<file path="src/rtl/axi_wr_dispatch.sv">
// Write-beat dispatcher: routes captured AXI write beats to an input FIFO, IRAM or WRAM and returns one done pulse per beat.
// Optional IRAM/WRAM address range check is enabled by defining WR_DISPATCH_ADDR_CHK_EN.
module axi_wr_dispatch #(
  parameter int ADDR_WIDTH = 11,
  parameter int DATA_WIDTH = 32,
  parameter int FIFO_DEPTH = 16,
  parameter int IRAM_WORDS = 512,
  parameter int WRAM_WORDS = 512
) (
  input  logic                          clk,
  input  logic                          rst,
  input  logic                          axi_wr_vld,
  input  logic [ADDR_WIDTH-1:0]         axi_wr_addr,
  input  logic [DATA_WIDTH-1:0]         axi_wr_data,
  input  logic [DATA_WIDTH-1:0]         axi_wr_strb,
  input  logic [1:0]                    axi_wr_region,
  output logic                          fifo_wr_done,
  output logic                          fifo_err,
  output logic                          iram_wr_done,
  output logic                          wram_wr_done,
  output logic                          iram_req,
  output logic                          wram_req,
  input  logic                          iram_gnt,
  input  logic                          wram_gnt,
  output logic [ADDR_WIDTH-1:0]         ram_addr,
  output logic [DATA_WIDTH-1:0]         ram_wdata,
  output logic [DATA_WIDTH-1:0]         ram_wmask,
  input  logic                          fifo_rd_en,
  output logic [DATA_WIDTH-1:0]         fifo_rd_data,
  output logic                          fifo_empty,
  output logic [$clog2(FIFO_DEPTH):0]   fifo_count,
  output logic                          dispatch_ovf
);

  localparam int AW = $clog2(FIFO_DEPTH);
  localparam int PW = AW + 1;
  localparam logic [31:0] IRAM_LIM = IRAM_WORDS;
  localparam logic [31:0] WRAM_LIM = WRAM_WORDS;
`ifdef WR_DISPATCH_ADDR_CHK_EN
  localparam bit ADDR_CHK = 1'b1;
`else
  localparam bit ADDR_CHK = 1'b0;
`endif

  typedef enum logic [1:0] {S_IDLE, S_FIFO_PUSH, S_RAM_REQ, S_RESP} state_t;

  state_t                r_state, w_next;
  logic [ADDR_WIDTH-1:0] r_addr;
  logic [DATA_WIDTH-1:0] r_data, r_strb;
  logic [1:0]            r_region;
  logic                  r_err, r_ovf;
  logic [PW-1:0]         r_wptr, r_rptr;
  logic [DATA_WIDTH-1:0] r_mem [FIFO_DEPTH];

  logic w_addr_err, w_beat_err, w_gnt, w_full, w_empty, w_pop, w_push, w_fifo_beat;

  assign w_addr_err = ADDR_CHK &&
                      (((axi_wr_region == 2'd1) && (32'(axi_wr_addr) >= IRAM_LIM)) ||
                       ((axi_wr_region == 2'd2) && (32'(axi_wr_addr) >= WRAM_LIM)));
  assign w_beat_err  = (axi_wr_region == 2'd3) || w_addr_err;
  assign w_gnt       = (r_region == 2'd1) ? iram_gnt : wram_gnt;
  assign w_full      = (r_wptr ^ r_rptr) == {1'b1, {AW{1'b0}}};
  assign w_empty     = (r_wptr == r_rptr);
  assign w_pop       = fifo_rd_en && !w_empty;
  assign w_fifo_beat = (r_region == 2'd0) && !r_err;
  assign w_push      = (r_state == S_FIFO_PUSH) && w_fifo_beat && (!w_full || w_pop);

  // Error beats pass through FIFO_PUSH (with the push suppressed) so every
  // non-RAM completion lands two cycles after the beat.
  always_comb begin
    w_next = r_state;
    unique case (r_state)
      S_IDLE:      if (axi_wr_vld)
                     w_next = ((axi_wr_region == 2'd0) || w_beat_err) ? S_FIFO_PUSH : S_RAM_REQ;
      S_FIFO_PUSH: w_next = S_RESP;
      S_RAM_REQ:   if (w_gnt) w_next = S_RESP;
      S_RESP:      w_next = S_IDLE;
    endcase
  end

  always_ff @(posedge clk) begin
    if (rst) begin
      r_state  <= S_IDLE;
      r_addr   <= '0;
      r_data   <= '0;
      r_strb   <= '0;
      r_region <= '0;
      r_err    <= 1'b0;
      r_ovf    <= 1'b0;
      r_wptr   <= '0;
      r_rptr   <= '0;
    end else begin
      r_state <= w_next;
      if (axi_wr_vld) begin
        if (r_state == S_IDLE) begin
          r_addr   <= axi_wr_addr;
          r_data   <= axi_wr_data;
          r_strb   <= axi_wr_strb;
          r_region <= axi_wr_region;
          r_err    <= w_beat_err;
        end else begin
          r_ovf <= 1'b1;
        end
      end
      if ((r_state == S_FIFO_PUSH) && w_fifo_beat && w_full && !w_pop)
        r_err <= 1'b1;
      if (w_push) r_wptr <= r_wptr + PW'(1);
      if (w_pop)  r_rptr <= r_rptr + PW'(1);
    end
  end

  // Entries are stored with masked-off bits already zeroed.
  always_ff @(posedge clk) begin
    if (w_push) r_mem[r_wptr[AW-1:0]] <= r_data & r_strb;
  end

  assign fifo_wr_done = (r_state == S_RESP) && (r_err || (r_region == 2'd0));
  assign fifo_err     = (r_state == S_RESP) && r_err;
  assign iram_wr_done = (r_state == S_RESP) && !r_err && (r_region == 2'd1);
  assign wram_wr_done = (r_state == S_RESP) && !r_err && (r_region == 2'd2);
  assign iram_req     = (r_state == S_RAM_REQ) && (r_region == 2'd1);
  assign wram_req     = (r_state == S_RAM_REQ) && (r_region == 2'd2);
  assign ram_addr     = r_addr;
  assign ram_wdata    = r_data;
  assign ram_wmask    = r_strb;
  assign fifo_rd_data = w_empty ? '0 : r_mem[r_rptr[AW-1:0]];
  assign fifo_empty   = w_empty;
  assign fifo_count   = r_wptr - r_rptr;
  assign dispatch_ovf = r_ovf;

endmodule

</file>
<file path="config.mk">
export PLATFORM = sky130hd
export DESIGN_NAME = axi_wr_dispatch
export DESIGN_NICKNAME = d
export VERILOG_FILES = /design/src/rtl/axi_wr_dispatch.sv
export SDC_FILE = /design/constraint.sdc
export NUM_CORES = 1
export LEC_CHECK = 0
export CAP_MARGIN = 0
export CORE_ASPECT_RATIO = 1.2
export CORE_MARGIN = 5
export CORE_UTILIZATION = 40
export CTS_CLUSTER_DIAMETER = 30
export DETAILED_ROUTE_END_ITERATION = 6
export PLACE_DENSITY = 0.58
export REMOVE_ABC_BUFFERS = 1
export SYNTH_ARGS = -nofsm -noshare
export SYNTH_HDL_FRONTEND = slang
export SYNTH_SLANG_ARGS = --single-unit
export TNS_END_PERCENT = 100
</file>
<file path="constraint.sdc">
create_clock -name clk -period 7.3 [get_ports clk]
set_clock_uncertainty 0.1 [all_clocks]
set_input_delay 1.46 -clock clk [delete_from_list [all_inputs] [get_ports clk]]
set_output_delay 1.46 -clock clk [all_outputs]
set_load 0.03 [all_outputs]
</file>
==> results of run 1 <==
layer usage:
metal | vias up | GRT usage [%]
li1 | 5646 | -
met1 | 6463 | 22.3
met4 | 0 | 5.88
met5 | - | 0
met3 | 77 | 3.78
met2 | 380 | 28.7
power by group:
part,switching (W),internal [W],total [W]
registers,0.000121,0.00389,0.00401
clock network,0.00178,0.00333,0.00510
logic,0.000970,0.000722,0.00169
total,0.00287,0.00793,0.0108
worst register-to-register path, stage by stage, from the launching register on:
cell     delay (ps)
dfxtp_1         560
ha_1            360
nand4_2         180
o31a_1          310
nand2_1         270
nor3_2          850
buf_4           590
cell type report:
type	count	area, um2
Clock buffer	136	2940
Clock inverter	75	886
Fill cell	4621	27900
Inverter	11	41.3
Multi-Input combinational cell	598	5880
Sequential cell	607	17300
Tap cell	742	928
Timing Repair Buffer	228	2240
per-stage QoR:
step	cells	util [%]	hold slack, ps	power [W]	setup slack, ps
after floorplan	1216	-	374	0.00512	251
after global placement	2186	45.4	341	0.00577	2280
after detailed placement	2186	45.4	348	0.00580	2210
after CTS	2397	52.0	355	0.0109	1510
after global routing	2397	52.0	375	0.0112	1370
final	2397	52.0	352	0.0108	1570
worst paths after layout:
kind / start / end / slack, ps / cells after the start
max reg2reg: r_wptr[2] / r_mem[2][27] / 3650 / 6
min: ram_addr[4] / ram_addr[4] / 350 / 2
max: r_wptr[2] / fifo_rd_data[22] / 1570 / 7
min reg2reg: ram_addr[4] / ram_addr[4] / 350 / 2
cell usage in the layout (no fill, tap or decap), drive strengths merged, types with 25 or more instances in the layout:
master	n
edfxtp	512
nor2	26
clkbuf	136
dfxtp	95
mux2	33
and2	35
clkinv	37
nand2	162
nor2b	34
clkdlybuf4s50	201
a21oi	83
inv	25
mux4	128
a221o	32
buf	27
flip-flops by register name (all words and copies together), names as in the netlist, named ones only:
signal	count
r_region	2
r_state	2
dispatch_ovf	1
ram_wdata	32
ram_wmask	32
ram_addr	11
r_mem	512
r_rptr	5
r_wptr	5
r_err	1
logic make-up (layout without fill, tap and decap cells):
family | Yosys count | after routing | synth area share [%]
multiplexers | 164 | 164 | 14.1
AND/OR/NAND/NOR | 277 | 277 | 5.51
flip-flops | 607 | 607 | 73.8
AO/OA/AOI/OAI | 132 | 132 | 3.69
buffers and inverters | 82 | 450 | 1.63
adder cells (fa/ha/maj) | 15 | 15 | 0.834
XOR/XNOR | 10 | 10 | 0.374
==> impl_metrics.py, run 1 <==
metrics = {
    "hold_path": {
        "worstHoldPathType": "reg -> reg",
    },
    "placed_design": {
        "dp_hpwl_um": 30400,
        "portBuffers": 202,
        "gp_congestion": 0.702,
        "placed_area_mm2": 0.0264,
    },
    "power": {
        "p_per_area_mw_per_mm2": 358,
        "leakagePower_nw": 10.3,
        "ir_drop_uv": 289,
    },
    "grt": {
        "grt_use_total_pct": 17.1,
        "grt_pass1_wl_um": 81900,
        "antenna_found_initial": 0,
        "grt_pass1_vias": 13346,
        "gr-total-overflow": 0,
        "grt_max_degree": 79,
    },
    "final_layout": {
        "area_growth_pct": 29.1,
        "layout-drive-gt1-share_pct": 23.5,
        "final_nets": 1656,
        "final_area_mm2": 0.0302,
        "antenna_cells": 0,
    },
    "clocking": {
        "ctsResizeCount": 0,
        "cts_buffer_depth": 3,
        "clkLatencyLatePin_ps": 670,
        "cts-root-buf": "clkbuf_16",
        "cts_buffers": 112,
        "path_clk_slew_ps": 50,
        "post_cts_buffers": 0,
        "cts_tree": "yes",
        "htreeDepth": 3,
        "clock_sinks": 607,
        "holdBufCountCts": 0,
    },
    "floorplan": {
        "die_x_um": 231,
        "coreArea_mm2": 0.0581,
        "ios": 203,
        "num_rows": 97,
        "start_util_pct": 40.3,
        "die_h_um": 275,
        "dieArea_mm2": 0.0635,
    },
    "yosys": {
        "yosys_warnings": 0,
        "synth.most_common_cell": "edfxtp_1",
        "yosys-top-cells-area": "edfxtp_1, mux4_2, dfxtp_1",
        "netlist_instances": 1287,
        "syn_area_mm2": 0.0234,
        "synth_top_area_share_pct": 65.7,
        "synth_top_area_cell": "edfxtp_1",
        "synth_common_cells": "edfxtp_1, nand2_1, mux4_2",
        "synthFlopType": "edfxtp_1",
        "syn_avg_cell_area_um2": 18.2,
        "synthArstFlopShare_pct": 0,
        "synth_cell_type_count": 44,
        "synth-seq-cells": 607,
        "synth_edf_count": 512,
        "ys_seq_area_share_pct": 73.8,
    },
    "setup_path": {
        "crit_type": "reg -> out",
        "critPathMaxStageDelay_ps": 750,
        "crit_path_end_kind": "output pin",
        "crit_path_start_kind": "register",
        "worst-endpoint-required_ps": 5740,
        "cp_cell_sequence": "ha_1 -> nand4_2 -> nor2_1 -> nor3b_4 -> buf_4 -> a221o_1 -> clkdlybuf4s50_1",
        "cp.arrival_ps": 4170,
        "cp_slowest_cell": "nor3b_4",
        "cp_max_fo": 19,
        "critPathTopFamily": "buffers and inverters",
        "critPathBufInv": 2,
    },
    "timing": {
        "slew_viol_final": 0,
        "setup_tns_ps": 0,
        "tightest_slew_ps": 1150,
        "fmax_mhz": 174,
        "rsz0062_at_grt": "no",
        "finalHoldViolations": 0,
        "relSlewSlack_pct": 23.1,
        "setup_viol": 0,
        "finalCritPeriodShare_pct": 78.6,
        "fin_crit_ps": 5730,
    },
    "status": {
        "outcome": "completed",
    },
    "detailed_routing": {
        "dr.max_layer_used": "met4",
        "postRouteWirelength_um": 54200,
        "dr.pass1.iters": 4,
        "wl_per_cell_um": 22.6,
        "drt_iter0_drc": 882,
        "viasPerCell": 5.24,
        "wl_met1_um": 22500,
        "drcViolationCount": 0,
        "dr_wl_met2_um": 27100,
        "detail-route-antenna-nets": 0,
        "num_vias": 12566,
        "met3_wirelength_um": 3510,
    },
    "job": {
        "maxCapViolCount": 0,
    },
}
(Power assumes the default switching activity.)
==> run 2, diff against run 1 <==
- clock period: 7.3 -> 5.9 ns (I/O delays scaled with it)
==> impl_metrics.py, run 2 (synthesized netlist as in run 1, its figures left out) <==
metrics = {
    "status": {
        "outcome": "completed",
    },
    "setup_path": {
        "r2r-end": "r_mem[1][17]",
        "cp_max_fo": 32,
        "cp_slowest_cell": "clkdlybuf4s50_1",
        "worst-endpoint-required_ps": 4620,
        "cp_cell_sequence": "ha_1 -> nand4_2 -> nor2_1 -> nor3b_4 -> buf_4 -> a221o_1 -> clkdlybuf4s50_1",
        "cp.arrival_ps": 3740,
        "reg2reg_from": "r_wptr[2]",
        "crit_type": "reg -> out",
        "r2r_cells": 6,
        "critPathMaxStageDelay_ps": 700,
        "crit_path_end_kind": "output pin",
        "crit_path_start_kind": "register",
        "critPathLaunch": "r_wptr[2]",
        "reg2reg_slack_ps": 2450,
        "endpoint": "fifo_rd_data[3]",
    },
    "floorplan": {
        "die_h_um": 275,
        "num_rows": 97,
        "die_x_um": 231,
        "coreArea_mm2": 0.0581,
        "ios": 203,
        "dieArea_mm2": 0.0635,
        "start_util_pct": 40.3,
    },
    "detailed_routing": {
        "num_vias": 12666,
        "viasPerCell": 5.27,
        "drcViolationCount": 0,
        "postRouteWirelength_um": 54700,
        "wl_per_cell_um": 22.8,
        "dr.pass1.iters": 4,
        "drt_iter0_drc": 718,
        "detail-route-antenna-nets": 0,
    },
    "grt": {
        "antenna_found_initial": 0,
        "grt_pass1_vias": 13594,
        "gr-total-overflow": 0,
        "grt_pass1_wl_um": 83200,
        "grt_max_degree": 79,
        "grt_use_total_pct": 17.2,
    },
    "placed_design": {
        "gp_congestion": 0.736,
        "placed_area_mm2": 0.0264,
        "dp_hpwl_um": 30500,
        "portBuffers": 202,
    },
    "final_layout": {
        "largest_reg_flops": 512,
        "final_area_mm2": 0.0304,
        "final_nets": 1658,
        "multiInputGateArea_mm2": 0.00588,
        "n_fill_cell": 4643,
        "final_cell_mix": "edfxtp_1, clkdlybuf4s50_1, nand2_1",
        "area.sequential_mm2": 0.0173,
        "antenna_cells": 0,
        "final_common_cell": "edfxtp_1",
        "layout-drive-gt1-share_pct": 23.9,
        "area_growth_pct": 29.9,
    },
    "timing": {
        "fmax_mhz": 199,
        "slew_viol_final": 0,
        "fin_crit_ps": 5020,
        "finalHoldViolations": 0,
        "whs_ps": 353,
        "setup_viol": 0,
        "finalCritPeriodShare_pct": 85.1,
        "rsz0062_at_grt": "no",
        "setup_tns_ps": 0,
        "tightest_slew_ps": 1110,
        "relSlewSlack_pct": 26.1,
    },
    "power": {
        "clkPwrFrac_pct": 48.2,
        "p_per_area_mw_per_mm2": 449,
        "p_sw_w": 0.00354,
        "leakagePower_nw": 10.4,
        "combPwrFrac_pct": 15.6,
        "internal_power_w": 0.0101,
        "seq_power_share_pct": 36.2,
        "ir_drop_uv": 412,
        "switching_share_pct": 25.9,
    },
    "clocking": {
        "cts_buffer_depth": 3,
        "holdBufCountCts": 0,
        "clkLatencyLatePin_ps": 660,
        "clock_sinks": 607,
        "cts-root-buf": "clkbuf_16",
        "post_cts_buffers": 0,
        "path_clk_slew_ps": 40,
        "cts_buffers": 113,
        "htreeDepth": 3,
        "ctsResizeCount": 0,
        "cts_tree": "yes",
    },
    "job": {
        "maxCapViolCount": 0,
    },
    "hold_path": {
        "worstHoldPathType": "reg -> reg",
        "hold_depth": 2,
    },
}
run 2: cell count changes in the layout (fill, tap and decap cells not counted), sizes merged:
cell | previous run | this run
clkbuf | 136 | 132
clkinv | 37 | 44
bufinv | 12 | 19
clkinvlp | 12 | 13
buf | 27 | 28
inv | 25 | 18
run 2: how the worst min path moves through the flow:
| stage | start | endpoint | slack (ps) |
|---|---|---|---|
| after floorplan | r_rptr[3] | register | 370 |
| after global routing | ram_addr[1] | ram_addr[1] | 380 |
| after global placement | ram_addr[2] | ram_addr[2] | 340 |
| final | ram_addr[3] | ram_addr[3] | 350 |
| after CTS | ram_addr[3] | ram_addr[3] | 360 |
| after detailed placement | ram_addr[1] | ram_addr[1] | 350 |
run 2: stage by stage:
step	setup WS [ps]	total power [W]	std cells	utilization, %
detailed placement	1550	0.00718	2187	45.4
global route	735	0.0142	2402	52.3
finish	877	0.0136	2402	52.3
CTS	837	0.0138	2402	52.3
global placement	1610	0.00716	2187	45.4
floorplan	-869	0.00634	1216	-
run 2: power by group through the flow:
stage                     Sequential, W  Clock (W)  Combinational [W]
final                           0.00494    0.00658            0.00212
after floorplan                 0.00522          0            0.00112
after global routing            0.00496    0.00692            0.00227
after CTS                       0.00494    0.00669            0.00217
after detailed placement        0.00502          0            0.00216
after global placement          0.00501          0            0.00215
run 2: area by class of cell:
cell class	count	share of cell area (%)
flip-flops and latches	607	56.9
multi-input cells	598	19.3
clock buffers	132	9.64
repair buffers	229	7.48
clock inverters	83	3.47
well taps	742	3.05
inverters	11	0.136
run 2: metal layers:
layer	global-route usage (%)	wire (um)
met5	0	0
met4	5.33	1030
met3	3.85	2980
met2	29.0	27500
met1	22.6	23200
run 2: critical path, delay by kind of cell (launching register included):
family | cells | cell delay, ps
flip-flops | 1 | 570
buffers and inverters | 2 | 1240
AO/OA/AOI/OAI | 1 | 360
AND/OR/NAND/NOR | 3 | 550
adder cells (fa/ha/maj) | 1 | 360
==> run 3, diff against run 2 <==
- HOLD_SLACK_MARGIN: default -> 0.15
==> results of run 3 <==
No change in the layout: final DEF, timing and power equal those of run 2.
